`config.mk`:
```
export PLATFORM = sky130hd
export DESIGN_NAME = mux_rr_select
export DESIGN_NICKNAME = d
export VERILOG_FILES = /design/src/rtl/mux_rr_select.sv
export SDC_FILE = /design/constraint.sdc
export NUM_CORES = 1
export LEC_CHECK = 0
export CAP_MARGIN = 15
export CORE_ASPECT_RATIO = 2
export CORE_MARGIN = 2
export CORE_UTILIZATION = 28
export DETAILED_ROUTE_END_ITERATION = 8
export PLACE_DENSITY = 0.49
export SLEW_MARGIN = 30
export SYNTH_ARGS = -nofsm -noshare
export SYNTH_HDL_FRONTEND = slang
export SYNTH_SLANG_ARGS = --single-unit
export TNS_END_PERCENT = 1
```
`constraint.sdc`:
```
create_clock -name clk -period 5.1 [get_ports clk]
set_clock_uncertainty 0.15 [all_clocks]
set_input_delay 1.02 -clock clk [delete_from_list [all_inputs] [get_ports clk]]
set_output_delay 1.02 -clock clk [all_outputs]
set_load 0.01 [all_outputs]
```
`src/rtl/mux_rr_select.sv`:
```
// Round-robin select generator driving Mux.select: holds one channel per packet
// (or MAX_BURST beats), presents a valid/ready output and a one-hot ack per beat.
module mux_rr_select #(
  parameter int SIZE      = 3,
  parameter int MAX_BURST = 4,
  localparam int CHANNELS = 2 ** SIZE,
  localparam int CNT_W    = (MAX_BURST > 1) ? $clog2(MAX_BURST) : 1
) (
  input  logic                clk,
  input  logic                reset,
  input  logic [CHANNELS-1:0] req,
  input  logic                last,
  input  logic                ready,
  output logic [SIZE-1:0]     select,
  output logic                valid,
  output logic [CHANNELS-1:0] grant,
  output logic [CHANNELS-1:0] ack,
  output logic                dbg_state,
  output logic [SIZE-1:0]     dbg_ptr,
  output logic [CNT_W-1:0]    dbg_beat_cnt
);

  // Handshake: a beat moves when valid & ready on a posedge; valid, select and
  // grant never change while valid=1 and ready=0.
  typedef enum logic {IDLE = 1'b0, GRANT = 1'b1} state_t;

  state_t              state;
  logic [SIZE-1:0]     ptr;
  logic [CNT_W-1:0]    beat_cnt;

  logic [SIZE-1:0]     sel_inc;
  logic [CHANNELS-1:0] sel_oh;
  logic [CHANNELS-1:0] rest;
  logic [SIZE-1:0]     first_sel;
  logic [SIZE-1:0]     next_sel;
  logic                xfer;
  logic                grant_end;

  // First set bit of mask, scanning upward from start with wrap-around.
  function automatic logic [SIZE-1:0] arb(input logic [CHANNELS-1:0] mask,
                                          input logic [SIZE-1:0]     start);
    logic [SIZE-1:0] idx;
    arb = start;
    for (int i = CHANNELS - 1; i >= 0; i--) begin
      idx = start + SIZE'(i);
      if (mask[idx]) arb = idx;
    end
  endfunction

  assign sel_inc   = select + SIZE'(1);
  assign sel_oh    = CHANNELS'(1) << select;
  assign rest      = req & ~sel_oh;
  assign first_sel = arb(req, ptr);
  assign next_sel  = arb(rest, sel_inc);
  assign xfer      = valid & ready;
  assign grant_end = last | (beat_cnt == CNT_W'(MAX_BURST - 1));

  always_ff @(posedge clk or negedge reset) begin
    if (!reset) begin
      state    <= IDLE;
      select   <= '0;
      valid    <= 1'b0;
      grant    <= '0;
      ptr      <= '0;
      beat_cnt <= '0;
    end else begin
      case (state)
        IDLE: begin
          if (|req) begin
            select   <= first_sel;
            grant    <= CHANNELS'(1) << first_sel;
            valid    <= 1'b1;
            beat_cnt <= '0;
            state    <= GRANT;
          end
        end
        GRANT: begin
          if (xfer) begin
            if (grant_end) begin
              ptr <= sel_inc;
              // Finishing channel sits out this arbitration, so a truncated burst rotates.
              if (|rest) begin
                select   <= next_sel;
                grant    <= CHANNELS'(1) << next_sel;
                beat_cnt <= '0;
              end else begin
                valid <= 1'b0;
                grant <= '0;
                state <= IDLE;
              end
            end else begin
              beat_cnt <= beat_cnt + CNT_W'(1);
            end
          end
        end
        default: state <= IDLE;
      endcase
    end
  end

  assign ack          = grant & {CHANNELS{xfer}};
  assign dbg_state    = (state == GRANT);
  assign dbg_ptr      = ptr;
  assign dbg_beat_cnt = beat_cnt;

  a_req_held: assert property (@(posedge clk) disable iff (!reset) valid |-> req[select])
    else $error("granted channel %0d dropped req while valid", select);

endmodule

```
==> results of run 1 <==
==> critical path, stage by stage <==
cell	delay, ns
sky130_fd_sc_hd__clkdlybuf4s50_1	0.71
sky130_fd_sc_hd__mux4_2	0.70
sky130_fd_sc_hd__mux2i_1	0.35
sky130_fd_sc_hd__inv_1	0.06
sky130_fd_sc_hd__o21ai_0	0.24
sky130_fd_sc_hd__a221o_1	0.26
sky130_fd_sc_hd__mux2i_1	0.50
sky130_fd_sc_hd__a32oi_1	0.17
sky130_fd_sc_hd__o31ai_1	0.11
==> stage by stage <==
stage          area (um2)  cells  utilization  setup slack [ns]
2_1_floorplan        3160    336            -              1.35
3_3_place_gp         3590    496        0.328             0.736
3_5_place_dp         3590    496        0.328             0.760
4_1_cts              3680    500        0.336              1.01
5_1_grt              3680    500        0.336             0.778
6_report             3680    500        0.336             0.977
==> final cells by class <==
| type | instances | area (um2) |
|---|---|---|
| fillers | 1157 | 7270 |
| multi-input cells | 278 | 2470 |
| flip-flops and latches | 18 | 450 |
| repair buffers | 45 | 425 |
| well taps | 140 | 175 |
| clock buffers | 4 | 88.8 |
| inverters | 15 | 70.1 |
==> cells by family after synthesis <==
| family | synth area share |
|---|---|
| xor gates and xnor gates | 0.0277 |
| and+or+nand+nor | 0.163 |
| muxes | 0.261 |
| DFF | 0.143 |
| adders and majority gates | 0.0436 |
| buffers and inverters | 0.0761 |
| AOI/OAI and AO/OA | 0.286 |
==> cells in the mapped netlist (4+ instances only) <==
library cell and count:
sky130_fd_sc_hd__mux2i_1 20, sky130_fd_sc_hd__dfrtp_1 18, sky130_fd_sc_hd__mux4_2 17, sky130_fd_sc_hd__nand2_1 17
sky130_fd_sc_hd__nor2_1 15, sky130_fd_sc_hd__inv_1 13, sky130_fd_sc_hd__a21oi_1 12, sky130_fd_sc_hd__mux2_2 12
sky130_fd_sc_hd__o21ai_0 12, sky130_fd_sc_hd__clkbuf_1 11, sky130_fd_sc_hd__ha_1 11, sky130_fd_sc_hd__and3_1 9
sky130_fd_sc_hd__nor3_1 8, sky130_fd_sc_hd__a22oi_1 7, sky130_fd_sc_hd__xnor2_1 7, sky130_fd_sc_hd__o31ai_1 6
sky130_fd_sc_hd__a221o_1 5, sky130_fd_sc_hd__a22o_1 5, sky130_fd_sc_hd__o211ai_1 5, sky130_fd_sc_hd__a221oi_1 4
sky130_fd_sc_hd__a31oi_1 4, sky130_fd_sc_hd__and2_1 4, sky130_fd_sc_hd__and2b_2 4, sky130_fd_sc_hd__buf_2 4
sky130_fd_sc_hd__clkbuf_8 4, sky130_fd_sc_hd__nand2b_1 4, sky130_fd_sc_hd__o21a_1 4, sky130_fd_sc_hd__o22a_1 4
sky130_fd_sc_hd__o22ai_1 4, sky130_fd_sc_hd__or2b_2 4
==> sequential cells by signal, indices dropped and copies added, names as in the netlist <==
| register | cells |
|---|---|
| grant | 8 |
| select | 3 |
| dbg_beat_cnt | 2 |
| valid | 1 |
| dbg_state | 1 |
| dbg_ptr | 3 |
==> layer usage <==
metal / track usage / part of all wire / up-vias
li1: - / - / 1379
met1: 0.185 / 0.36 / 1489
met2: 0.331 / 0.57 / 108
met3: 0.00992 / 0.038 / 23
met4: 0.0550 / 0.031 / 0
met5: 0 / 0 / -
==> worst min-delay path by stage <==
stage | start | to | slack [ns] | cells after the start
after detailed placement | dbg_beat_cnt[1]$_DFFE_PN0P_ | dbg_beat_cnt[1]$_DFFE_PN0P_ | 0.39 | 1
after CTS | dbg_beat_cnt[1]$_DFFE_PN0P_ | dbg_beat_cnt[1]$_DFFE_PN0P_ | 0.41 | 1
after global routing | dbg_beat_cnt[1]$_DFFE_PN0P_ | dbg_beat_cnt[1]$_DFFE_PN0P_ | 0.41 | 1
final | dbg_beat_cnt[1]$_DFFE_PN0P_ | dbg_beat_cnt[1]$_DFFE_PN0P_ | 0.40 | 1
after floorplan | grant[4]$_DFFE_PN0P_ | grant[4]$_DFFE_PN0P_ | 0.39 | 2
after global placement | dbg_beat_cnt[1]$_DFFE_PN0P_ | dbg_beat_cnt[1]$_DFFE_PN0P_ | 0.38 | 1
==> metrics, run 1 <==
per-cell via count in the routed design 6.00; port bufs 37; layout cell share with drive strength beyond 1 0.206; path depth of the worst reg2reg path 9; number of global-route vias before repair 3006; Root Buffer sky130_fd_sc_hd__clkbuf_16; launching element type of the critical path input pin; count of final setup violators 0; leading area contributor after synthesis sky130_fd_sc_hd__dfrtp_1; Initial DRT Pass Iterations 5; Syn Std Cell Area 0.00316 mm2; final period utilization 0.808; Min Hold Slack 0.400 ns; CTS max path bufs 2; most common library cell in the layout ignoring fill and taps sky130_fd_sc_hd__clkdlybuf4s50_1; detailed-route wire length per cell 20.7 um; required time at the endpoint of the critical path 5.09 ns; outcome finished clean; CP arrival 4.12 ns; die height 154 um; initial drt markers 145; initial antenna violation count 0; number of remaining DRC errors 0; overall track demand over capacity in global routing 0.169; area inside the core boundary 0.0109 mm2; largest net degree at the start of global routing 34; number of hold violations in the final report 0; cells after synthesis 336; kind of end point of the critical path flop; total die area 0.0122 mm2; worst max-slew margin expressed relative to the limit 0.494; class of the tightest hold or removal check reg -> reg; commonest cells after routing, fill and taps aside 36 x sky130_fd_sc_hd__clkdlybuf4s50_1, 20 x sky130_fd_sc_hd__mux2i_1, 18 x sky130_fd_sc_hd__dfrtp_1, 17 x sky130_fd_sc_hd__nand2_1, 17 x sky130_fd_sc_hd__mux4_2; total gr overflow 0; share of the synthesized area in the top cell type 0.143; proportion of synthesized chip area in sequential cells 0.143; CTS buffer count 3; Boundary Pins 38; Critical Path Start req[5]; R2R Setup Slk 1.27 ns; # H-tree levels 1; layout-stage area growth over the synthesis result 16.4%; Std-Cell Rows 54; final number of max-transition violations 0; post-detail-place hpwl 8.04 mm; Worst-path clk slew 0.05 ns; Clk Latency, worst-skew pair 0.25 ns; start-to-end type of the worst setup path in -> reg; Peak Freq 243 MHz; Ant. Diodes 0; overall die width 79.1 um; wire length of the first global-routing pass 16.3 mm; number of setup buffers added after CTS 0; routability-driven placement congestion ratio 0.878; net count of the mapped netlist 359; Mean Syn Cell Area 9.40 um2; count of nets after finishing 384; final-layout setup total negative slack 0 ns; initial core utilization 0.289; number of warnings reported in the yosys synthesis log 0; Worst Setup EP grant[5]$_DFFE_PN0P_; measured slew at the worst slew-check pin 0.759 ns; Resized Gates After CTS 0; maximum fanout along the worst path 14; clock tree from TritonCTS yes; number of enable-type register cells in the synthesized netlist 0; endpoint of the lowest-slack register-to-register path grant[5]$_DFFE_PN0P_; number of vias after detailed routing 2999; setup repair after global routing missed its margin no; final critical delay including setup and external delays 4.12 ns; max-cap check violation count 0; count of antenna-violating nets left after detailed routing 0; total detailed-routing wirelength 10.3 mm; Unique masters post-synth 82; Crit Reg-Reg Startpoint select[2]$_DFFE_PN0P_; clock sink count 18; share of synthesized registers carrying an async set or reset 1.00; flip-flop cell with the highest count after synthesis sky130_fd_sc_hd__dfrtp_1; count of hold-fix buffers inserted at cts 0; Area contributors post-synth sky130_fd_sc_hd__dfrtp_1 14%, sky130_fd_sc_hd__mux4_2 12%, sky130_fd_sc_hd__mux2i_1 6.3%, sky130_fd_sc_hd__ha_1 4.4%, sky130_fd_sc_hd__mux2_2 4.3%; number of storage elements in the synthesis netlist 18
Power of run 1 is left out: the tool's default activity adds up to more than one toggle a clock period on the data nets, which glitch-free logic cannot reach.
==> run 2: changes to the inputs <==
- clock period: 5.1 -> 3.81 ns (I/O delays scaled with it)
==> run 2 against run 1 <==
  * Via count up 1.7%
  * Setup slack worse by 0.90 ns
  * Flip-flop and latch count unchanged
  * Critical endpoint is now select[0]$_DFFE_PN0P_
  * Critical path type is now reg -> reg
  * Cell area up 9.1%
  * Count of clock-buffer cells in the layout unchanged
  * Die area unchanged
  * Sequential share of layout area down 1.0 points
  * Routed wire length up 0.27%
  * Critical path depth up 1
==> metrics, run 2 (synthesized netlist as in run 1, its figures left out) <==
total gr overflow 0; wire length of the first global-routing pass 16.3 mm; measured slew at the worst slew-check pin 0.662 ns; count of antenna-violating nets left after detailed routing 0; die height 154 um; overall track demand over capacity in global routing 0.168; post-detail-place hpwl 8.45 mm; count of hold-fix buffers inserted at cts 0; port bufs 37; number of vias after detailed routing 3049; Min Hold Slack 0.304 ns; core utilization of the finished layout 0.366; number of remaining DRC errors 0; # H-tree levels 1; number of hold violations in the final report 0; final period utilization 0.979; final number of max-transition violations 0; start-to-end type of the worst setup path reg -> reg; kind of end point of the critical path flop; Worst-path clk slew 0.05 ns; final critical delay including setup and external delays 3.73 ns; commonest cells after routing, fill and taps aside 49 x sky130_fd_sc_hd__buf_4, 36 x sky130_fd_sc_hd__clkdlybuf4s50_1, 20 x sky130_fd_sc_hd__mux2i_1, 18 x sky130_fd_sc_hd__dfrtp_1; CTS buffer count 3; most common library cell in the layout ignoring fill and taps sky130_fd_sc_hd__buf_4; Peak Freq 268 MHz; CTS max path bufs 2; clock tree from TritonCTS yes; total detailed-routing wirelength 10.4 mm; Initial DRT Pass Iterations 4; initial core utilization 0.289; Std-Cell Rows 54; Root Buffer sky130_fd_sc_hd__clkbuf_16; layout cell share with drive strength beyond 1 0.291; count of nets after finishing 426; initial drt markers 108; number of global-route vias before repair 3123; Largest Register grant; launching element type of the critical path flop; routability-driven placement congestion ratio 0.835; worst max-slew margin expressed relative to the limit 0.557; max-cap check violation count 0; class of the tightest hold or removal check in -> async; Max stage delay on crit path 0.52 ns; count of final setup violators 0; setup repair after global routing missed its margin yes; detailed-route wire length per cell 19.1 um; overall die width 79.1 um; layout-stage area growth over the synthesis result 27.0%; initial antenna violation count 0; clock sink count 18; slowest cell on the critical path sky130_fd_sc_hd__mux4_2; CP arrival 3.70 ns; maximum fanout along the worst path 29; worst-path cell chain buf_4 > ha_1 > or2b_2 > a22o_1 > mux4_2 > a21oi_1 > nor3b_1 > nor2_2 > mux2_1 > a221o_1; area inside the core boundary 0.0109 mm2; per-cell via count in the routed design 5.63; largest net degree at the start of global routing 30; total die area 0.0122 mm2; Ant. Diodes 0; required time at the endpoint of the critical path 3.78 ns; flip-flop count of the largest register after layout 8; outcome finished clean; Boundary Pins 38; Clk Latency, worst-skew pair 0.24 ns
[run 2: layer usage]
metal,track usage,part of all wire,vias up
met5,0,0,-
met4,0.0525,0.032,0
met3,0.00642,0.027,20
met2,0.336,0.58,69
met1,0.183,0.36,1495
li1,-,-,1465
[run 2: layout make-up]
type | instances | area [um2]
well taps | 140 | 175
flip-flops and latches | 18 | 450
inverters | 15 | 70.1
multi-input cells | 278 | 2470
repair buffers | 87 | 753
fillers | 1182 | 6930
clock buffers | 4 | 88.8
[run 2: critical path: cells and delay by family (launching register included)]
kind	cells	cell delay [ns]
flip-flops	1	0.45
AND/OR/NAND/NOR	3	0.62
adder cells (fa/ha/maj)	1	0.29
buffers and inverters	1	0.38
multiplexers	2	0.86
AO/OA/AOI/OAI	3	0.84
[run 2: final timing paths]
check	slack, ns	depth (start not counted)	endpoint	startpoint
worst min register to register	0.39	2	grant[5]$_DFFE_PN0P_	grant[5]$_DFFE_PN0P_
max in group asynchronous	2.90	1	dbg_state$_DFF_PN0_	reset
worst max-delay path	0.08	10	select[0]$_DFFE_PN0P_	select[0]$_DFFE_PN0P_
min in group clk	0.39	2	grant[5]$_DFFE_PN0P_	grant[5]$_DFFE_PN0P_
worst min-delay path	0.30	1	grant[0]$_DFFE_PN0P_	reset
worst max register to register	0.08	10	select[0]$_DFFE_PN0P_	select[0]$_DFFE_PN0P_
[run 2: timing repair]
action	in CTS	in global routing
resized for setup	0	1
setup endpoints to repair	0	9
buffers inserted	0	0
hold endpoints to repair	0	0
[run 2: per-stage QoR]
stage / cell area (um2) / std cells / TNS [ns] / setup WS (ns)
global route: 4010 / 542 / -0.184 / -0.0393
detailed placement: 3920 / 538 / -0.303 / -0.124
floorplan: 3160 / 336 / 0 / 0.0603
global placement: 3920 / 538 / -0.216 / -0.0642
finish: 4010 / 542 / 0 / 0.0792
CTS: 4010 / 542 / 0 / 0.0613
Power of run 2 is left out for the same reason.
